### src/rtl/peri_pwm_capture_pkg.sv
// Shared constants for the PWM capture peripheral: register map, bit positions
// and counter geometry.
package peri_pwm_capture_pkg;

    localparam int unsigned CNT_W = 16;
    localparam logic [CNT_W-1:0] CNT_MAX = '1;

    localparam logic [3:0] ADR_CTRL     = 4'h0;
    localparam logic [3:0] ADR_STATUS   = 4'h1;
    localparam logic [3:0] ADR_HIGH_L   = 4'h2;
    localparam logic [3:0] ADR_HIGH_H   = 4'h3;
    localparam logic [3:0] ADR_PERIOD_L = 4'h4;
    localparam logic [3:0] ADR_PERIOD_H = 4'h5;

    localparam int unsigned CTRL_EN   = 0;
    localparam int unsigned CTRL_HOLD = 1;
    localparam int unsigned CTRL_CLR  = 7;

    localparam int unsigned STAT_VALID = 0;
    localparam int unsigned STAT_OVF   = 1;
    localparam int unsigned STAT_LEVEL = 2;

endpackage

### src/rtl/peri_pwm_capture_sync.sv
// Multi-flop synchronizer for a single asynchronous input bit.
module sync_ff #(
    parameter int unsigned STAGES = 2
) (
    input  logic clk_i,
    input  logic rst_i,
    input  logic d_i,
    output logic q_o
);

    logic [STAGES-1:0] sync_q;

    always_ff @(posedge clk_i or posedge rst_i) begin
        if (rst_i) begin
            sync_q <= '0;
        end else begin
            sync_q <= {sync_q[STAGES-2:0], d_i};
        end
    end

    assign q_o = sync_q[STAGES-1];

endmodule

### src/rtl/peri_pwm_capture.sv
// PWM input capture: measures period and high time between rising edges and
// publishes them as a coherent pair on an 8-bit Wishbone register file.
module peri_pwm_capture
    import peri_pwm_capture_pkg::*;
#(
    parameter int unsigned SYNC_STAGES = 2
) (
    input  logic       clk_i,
    input  logic       rst_i,
    input  logic       wb_we_i,
    input  logic [3:0] wb_adr_i,
    input  logic [7:0] wb_dat_i,
    input  logic       wb_stb_i,
    output logic [7:0] wb_dat_o,
    output logic       wb_ack_o,
    input  logic       pwm_i
);

    localparam logic [CNT_W-1:0] CntOne    = CNT_W'(1);
    localparam logic [CNT_W-1:0] CntPreMax = CNT_MAX - CntOne;

    logic             lvl, prev_q, pwm_edge;
    logic [CNT_W-1:0] pcnt_q, pcnt_d, hcnt_q, hcnt_d;
    logic             armed_q, armed_d;
    logic             en_q, en_d, hold_q, hold_d;
    logic             valid_q, valid_d, ovf_q, ovf_d;
    logic [CNT_W-1:0] high_q, high_d, period_q, period_d;
    logic [23:0]      shadow_q, shadow_d;
    logic             ctrl_wr, clr, rd_high, publish, pcnt_reach;
    logic             unused_dat;

    sync_ff #(
        .STAGES(SYNC_STAGES)
    ) u_sync (
        .clk_i(clk_i),
        .rst_i(rst_i),
        .d_i  (pwm_i),
        .q_o  (lvl)
    );

    assign pwm_edge = lvl & ~prev_q;

    assign ctrl_wr    = wb_stb_i & wb_we_i & (wb_adr_i == ADR_CTRL);
    assign clr        = ctrl_wr & wb_dat_i[CTRL_CLR];
    assign rd_high    = wb_stb_i & ~wb_we_i & (wb_adr_i == ADR_HIGH_L);
    assign unused_dat = ^wb_dat_i[6:2];

    // A period that hits the ceiling is unmeasurable, so it is never published.
    assign publish    = en_q & pwm_edge & armed_q & ~hold_q & (pcnt_q != CNT_MAX);
    assign pcnt_reach = en_q & ~pwm_edge & (pcnt_q == CntPreMax);

    always_comb begin
        pcnt_d  = pcnt_q;
        hcnt_d  = hcnt_q;
        armed_d = armed_q;
        if (!en_q) begin
            pcnt_d  = '0;
            hcnt_d  = '0;
            armed_d = 1'b0;
        end else if (pwm_edge) begin
            pcnt_d  = CntOne;
            hcnt_d  = CntOne;
            armed_d = 1'b1;
        end else begin
            if (pcnt_q != CNT_MAX) pcnt_d = pcnt_q + CntOne;
            if (lvl && (hcnt_q != CNT_MAX)) hcnt_d = hcnt_q + CntOne;
            if (pcnt_reach) armed_d = 1'b0;
        end
    end

    always_comb begin
        en_d     = en_q;
        hold_d   = hold_q;
        high_d   = high_q;
        period_d = period_q;
        shadow_d = shadow_q;
        valid_d  = valid_q;
        ovf_d    = ovf_q;
        if (ctrl_wr) begin
            en_d   = wb_dat_i[CTRL_EN];
            hold_d = wb_dat_i[CTRL_HOLD];
        end
        // Shadow captures the pre-publish pair so a concurrent publish cannot tear it.
        if (rd_high) shadow_d = {high_q[15:8], period_q};
        if (publish) begin
            high_d   = hcnt_q;
            period_d = pcnt_q;
        end
        if (publish) begin
            valid_d = 1'b1;
        end else if (rd_high || clr) begin
            valid_d = 1'b0;
        end
        if (pcnt_reach) begin
            ovf_d = 1'b1;
        end else if (clr) begin
            ovf_d = 1'b0;
        end
    end

    always_ff @(posedge clk_i or posedge rst_i) begin
        if (rst_i) begin
            prev_q   <= 1'b0;
            pcnt_q   <= '0;
            hcnt_q   <= '0;
            armed_q  <= 1'b0;
            en_q     <= 1'b0;
            hold_q   <= 1'b0;
            valid_q  <= 1'b0;
            ovf_q    <= 1'b0;
            high_q   <= '0;
            period_q <= '0;
            shadow_q <= '0;
        end else begin
            prev_q   <= lvl;
            pcnt_q   <= pcnt_d;
            hcnt_q   <= hcnt_d;
            armed_q  <= armed_d;
            en_q     <= en_d;
            hold_q   <= hold_d;
            valid_q  <= valid_d;
            ovf_q    <= ovf_d;
            high_q   <= high_d;
            period_q <= period_d;
            shadow_q <= shadow_d;
        end
    end

    always_comb begin
        wb_dat_o = 8'h00;
        case (wb_adr_i)
            ADR_CTRL:     wb_dat_o = {6'b0, hold_q, en_q};
            ADR_STATUS:   wb_dat_o = {5'b0, lvl, ovf_q, valid_q};
            ADR_HIGH_L:   wb_dat_o = high_q[7:0];
            ADR_HIGH_H:   wb_dat_o = shadow_q[23:16];
            ADR_PERIOD_L: wb_dat_o = shadow_q[7:0];
            ADR_PERIOD_H: wb_dat_o = shadow_q[15:8];
            default:      wb_dat_o = 8'h00;
        endcase
    end

    assign wb_ack_o = wb_stb_i;

endmodule

### config.mk
export PLATFORM = sky130hd
export DESIGN_NAME = peri_pwm_capture
export DESIGN_NICKNAME = d
export VERILOG_FILES = /design/src/rtl/peri_pwm_capture_pkg.sv /design/src/rtl/peri_pwm_capture_sync.sv /design/src/rtl/peri_pwm_capture.sv
export SDC_FILE = /design/constraint.sdc
export NUM_CORES = 1
export LEC_CHECK = 0
export CAP_MARGIN = 20
export CORE_AREA = 2 2 109 111
export CTS_CLUSTER_SIZE = 8
export DETAILED_ROUTE_END_ITERATION = 7
export DIE_AREA = 0 0 111 113
export PLACE_DENSITY = 0.55
export SLEW_MARGIN = 10
export SYNTH_ARGS = -nofsm -noshare
export SYNTH_HDL_FRONTEND = slang
export SYNTH_SLANG_ARGS = --single-unit
### constraint.sdc
create_clock -name clk_i -period 4.1 [get_ports clk_i]
set_clock_uncertainty 0.2 [all_clocks]
set_input_delay 0.82 -clock clk_i [delete_from_list [all_inputs] [get_ports clk_i]]
set_output_delay 0.82 -clock clk_i [all_outputs]
set_load 0.02 [all_outputs]
==> results of run 1 <==
## area by class of cell
class / count / area (um2)
multi-input combinational: 242 / 1887
clock inverter: 4 / 53.80
inverter: 8 / 32.53
clock buffer: 12 / 246.5
fill: 1054 / 6196
sequential: 96 / 2402
timing repair buffer: 28 / 275.3
tap: 143 / 178.9
## Yosys cell counts, types with 4 or more instances
| cell type | count | area, um2 |
|---|---|---|
| nor3_1 | 4 | 20.02 |
| nor2_1 | 8 | 30.03 |
| a21oi_1 | 20 | 100.1 |
| and4_1 | 6 | 52.55 |
| nand2_1 | 20 | 75.07 |
| nand4_1 | 14 | 87.58 |
| o31ai_1 | 5 | 37.54 |
| o21ai_0 | 18 | 90.09 |
| o21ai_1 | 4 | 20.02 |
| mux2i_1 | 6 | 60.06 |
| or4_1 | 8 | 60.06 |
| mux2_1 | 56 | 630.6 |
| inv_1 | 8 | 30.03 |
| dfrtp_1 | 96 | 2402 |
| a22oi_1 | 6 | 45.04 |
| clkbuf_1 | 5 | 18.77 |
| buf_2 | 5 | 25.02 |
| nand3_1 | 6 | 30.03 |
| and3_1 | 5 | 31.28 |
| or3_1 | 14 | 87.58 |
## worst max-delay path, cell delays in order
cell and delay (ns):
clkdlybuf4s50_1 0.68, mux4_2 0.38, a222oi_1 0.31, inv_1 0.10, clkdlybuf4s50_1 0.55
## registers in the layout, indices dropped and copies added (netlist names), 2 cells and up
name and cells:
shadow_q 24, hcnt_q 16, period_q 16, pcnt_q 16, u_sync.sync_q 2, high_q 16
## path summary, 6_finish.rpt
kind                                              end  cells after the start  slack (ns)                        from
max in group asynchronous    shadow_q[13]$_DFFE_PP0P_                      3        2.28                       rst_i
min                        u_sync.sync_q[1]$_DFF_PP0_                      0        0.15  u_sync.sync_q[0]$_DFF_PP0_
max                                       wb_dat_o[0]                      5        0.23                 wb_adr_i[2]
min in group asynchronous      hcnt_q[13]$_DFFE_PP0P_                      2        0.74                       rst_i
min reg2reg                u_sync.sync_q[1]$_DFF_PP0_                      0        0.15  u_sync.sync_q[0]$_DFF_PP0_
max reg2reg                   period_q[4]$_DFFE_PP0P_                      5        1.47       pcnt_q[0]$_DFFE_PP0P_
## logic make-up (layout without fill, tap and decap cells)
logic type	after synthesis	in the layout	share of synthesized area (%)
AND/OR/NAND/NOR	97	97	13.72
flip-flops	96	96	54.31
AO/OA/AOI/OAI	73	73	10.35
multiplexers	66	66	17.14
buffers and inverters	23	52	3.027
adder cells (fa/ha/maj)	3	3	0.8487
XOR/XNOR	3	3	0.5942
## through the flow
step           util [%]  cell area [um2]  cells
4_1_cts           45.01             5074    533
2_1_floorplan         -             4423    361
6_report          45.03             5076    533
3_5_place_dp      42.35             4773    517
5_1_grt           45.03             5076    533
3_3_place_gp      42.35             4773    517
## metal layers
| layer | part of all wire (%) | up-vias | GRT usage, % |
|---|---|---|---|
| met2 | 42 | 42 | 22.90 |
| met4 | 2.1 | 0 | 6.417 |
| met3 | 3.3 | 11 | 3.696 |
| met5 | 0 | - | 0 |
| li1 | - | 1427 | - |
| met1 | 52 | 1471 | 24.05 |
## cell usage in the layout (no fill, tap or decap), types with 6 or more instances in the layout
| cell | netlist | layout |
|---|---|---|
| clkbuf_16 | 0 | 9 |
| nand2_1 | 20 | 20 |
| and4_1 | 6 | 6 |
| nand3_1 | 6 | 6 |
| or4_1 | 8 | 8 |
| mux2i_1 | 6 | 6 |
| or3_1 | 14 | 14 |
| buf_4 | 2 | 7 |
| mux2_1 | 56 | 56 |
| a22oi_1 | 6 | 6 |
| clkdlybuf4s50_1 | 0 | 19 |
| inv_1 | 8 | 7 |
| dfrtp_1 | 96 | 96 |
| o21ai_0 | 18 | 18 |
| nor2_1 | 8 | 8 |
| a21oi_1 | 20 | 20 |
| nand4_1 | 14 | 14 |
## report_power, final
group,switching [mW],internal (mW),total [mW]
Sequential,0.0540,1.01,1.06
Clock,0.354,0.491,0.845
Combinational,0.108,0.0823,0.190
Total,0.516,1.58,2.10
## repair_timing
| action | in CTS | in global routing |
|---|---|---|
| endpoints found under the setup margin | 0 | 2 |
| resized for setup | 0 | 1 |
| hold endpoints to repair | 0 | 0 |
==> results by group, run 1 <==
Synth
  • Ys async rst share: between 90% and 100%
  • Syn_nets: 381
  • Synth Warn #: 0
  • #FFs+latches synth: 96
  • Top_reg_cell synth: dfrtp_1
  • Number of synthesized flops with an enable pin: 0
  • Yosys cell types: 49
  • Synth Area per Inst: between 10 and 15 um2
  • Post-synthesis sequential area ratio: between 50% and 60%
  • Gate count of the mapped netlist: roughly 360
  • Mapped cell area: between 0.004 and 0.005 mm2

Layout
  • Antenna diodes: 0
  • Share of cells above drive strength 1: 8.205%
  • Final #Nets: 405
  • Layout area overhead: 14.77%

CTS
  • Root Driver: clkbuf_16
  • Htree depth: 3
  • Clock slew at reported path FFs: roughly 0.06 ns
  • Post-CTS Setup Repair Bufs: 0
  • # hold bufs at CTS: 0
  • Number of clock sinks: 96
  • Deepest clock path buffer count: 2
  • Clock Latency Late Sink: about 0.34 ns
  • CTS tree: built
  • Num CTS Buffers: 9

Power
  • Lkg Pwr: ~2.3 nW
  • Pwr/cell area: about 410 mW/mm2
  • VDD IR max: between 0.15 and 0.2 mV
  • Total power: between 2 and 2.5 mW

Outcome
  • Outcome: finished, final reports clean

Worst setup path
  • Nature of the critical path endpoint: primary output
  • CP Launch Type: input port
  • Crit path kind: in2out
  • Critical Path Fanout Max: 6
  • Critical Path RT: between 3 and 4 ns
  • Worst EP arrival: roughly 2.9 ns

STA
  • Final WS setup: 0.2289 ns
  • Final Max Tran Viols: 0
  • Hold Vio Cnt, Final: 0
  • Setup TNS: 0 ns
  • Worst hold slack: ~0.15 ns
  • Slew @ Worst Pin: ~1 ns
  • Worst slew margin: about 33%
  • Highest clock rate: 258.3 MHz
  • Crit share post-route: about 94%
  • Tmin final: approximately 3.9 ns
  • RSZ-0062 raised after global routing: no
  • Final setup fails: 0

Floorplan
  • Ports placed on the boundary: 26
  • Die ar.: 0.01254 mm2
  • Core Box Area: between 0.01 and 0.015 mm2
  • Die W: 111 um
  • Num rows: 39
  • Die H: ~110 um
  • Starting Density: 39.24%

Worst hold path
  • Worst Hold Class: reg2reg

Detailed routing
  • Antenna Violating Nets Remaining: 0
  • Iter 0 DRT Violations: 210
  • Post-route DRC: 0
  • Via count: 2,951
  • DRT Pass-1 Iters: 4
  • Vias per cell: 5.537
  • WL final: 9289 um
  • Wire per inst: 17.43 um

Place
  • Port bufs: 20
  • DP HPWL: between 6000 and 7000 um
  • GPL Wtd Cong: between 0.7 and 0.8
  • Post-Place Worst Slack: about 0.11 ns

Global routing
  • Grt total ovfl: 0
  • Largest net degree at the start of global routing: 55
  • Wire length of the first global-routing pass: 15,980 um
  • Vias in the first global route: between 2,000 and 3,000
  • Global-route usage over all layers: between 10% and 20%
  • Initial antenna violation count: 0

Job
  • Max-cap viol count: 0
Note: power is estimated with default switching activity, not from simulation.
==> inputs of run 2 (changes only) <==
--- a/config.mk
+++ b/config.mk
@@ -10,6 +10,7 @@
 export CTS_CLUSTER_SIZE = 8
 export DETAILED_ROUTE_END_ITERATION = 7
 export DIE_AREA = 0 0 111 113
+export HOLD_SLACK_MARGIN = 0.1
 export PLACE_DENSITY = 0.55
 export SLEW_MARGIN = 10
 export SYNTH_ARGS = -nofsm -noshare
==> results of run 2 <==
No change in the layout: final DEF, timing and power equal those of run 1.
==> inputs of run 3 (changes only) <==
--- a/config.mk
+++ b/config.mk
@@ -7,7 +7,7 @@
 export LEC_CHECK = 0
 export CAP_MARGIN = 20
 export CORE_AREA = 2 2 109 111
-export CTS_CLUSTER_SIZE = 8
+export CTS_CLUSTER_SIZE = 10
 export DETAILED_ROUTE_END_ITERATION = 7
 export DIE_AREA = 0 0 111 113
 export HOLD_SLACK_MARGIN = 0.1
==> results of run 3 <==
No change in the layout: final DEF, timing and power equal those of run 1.
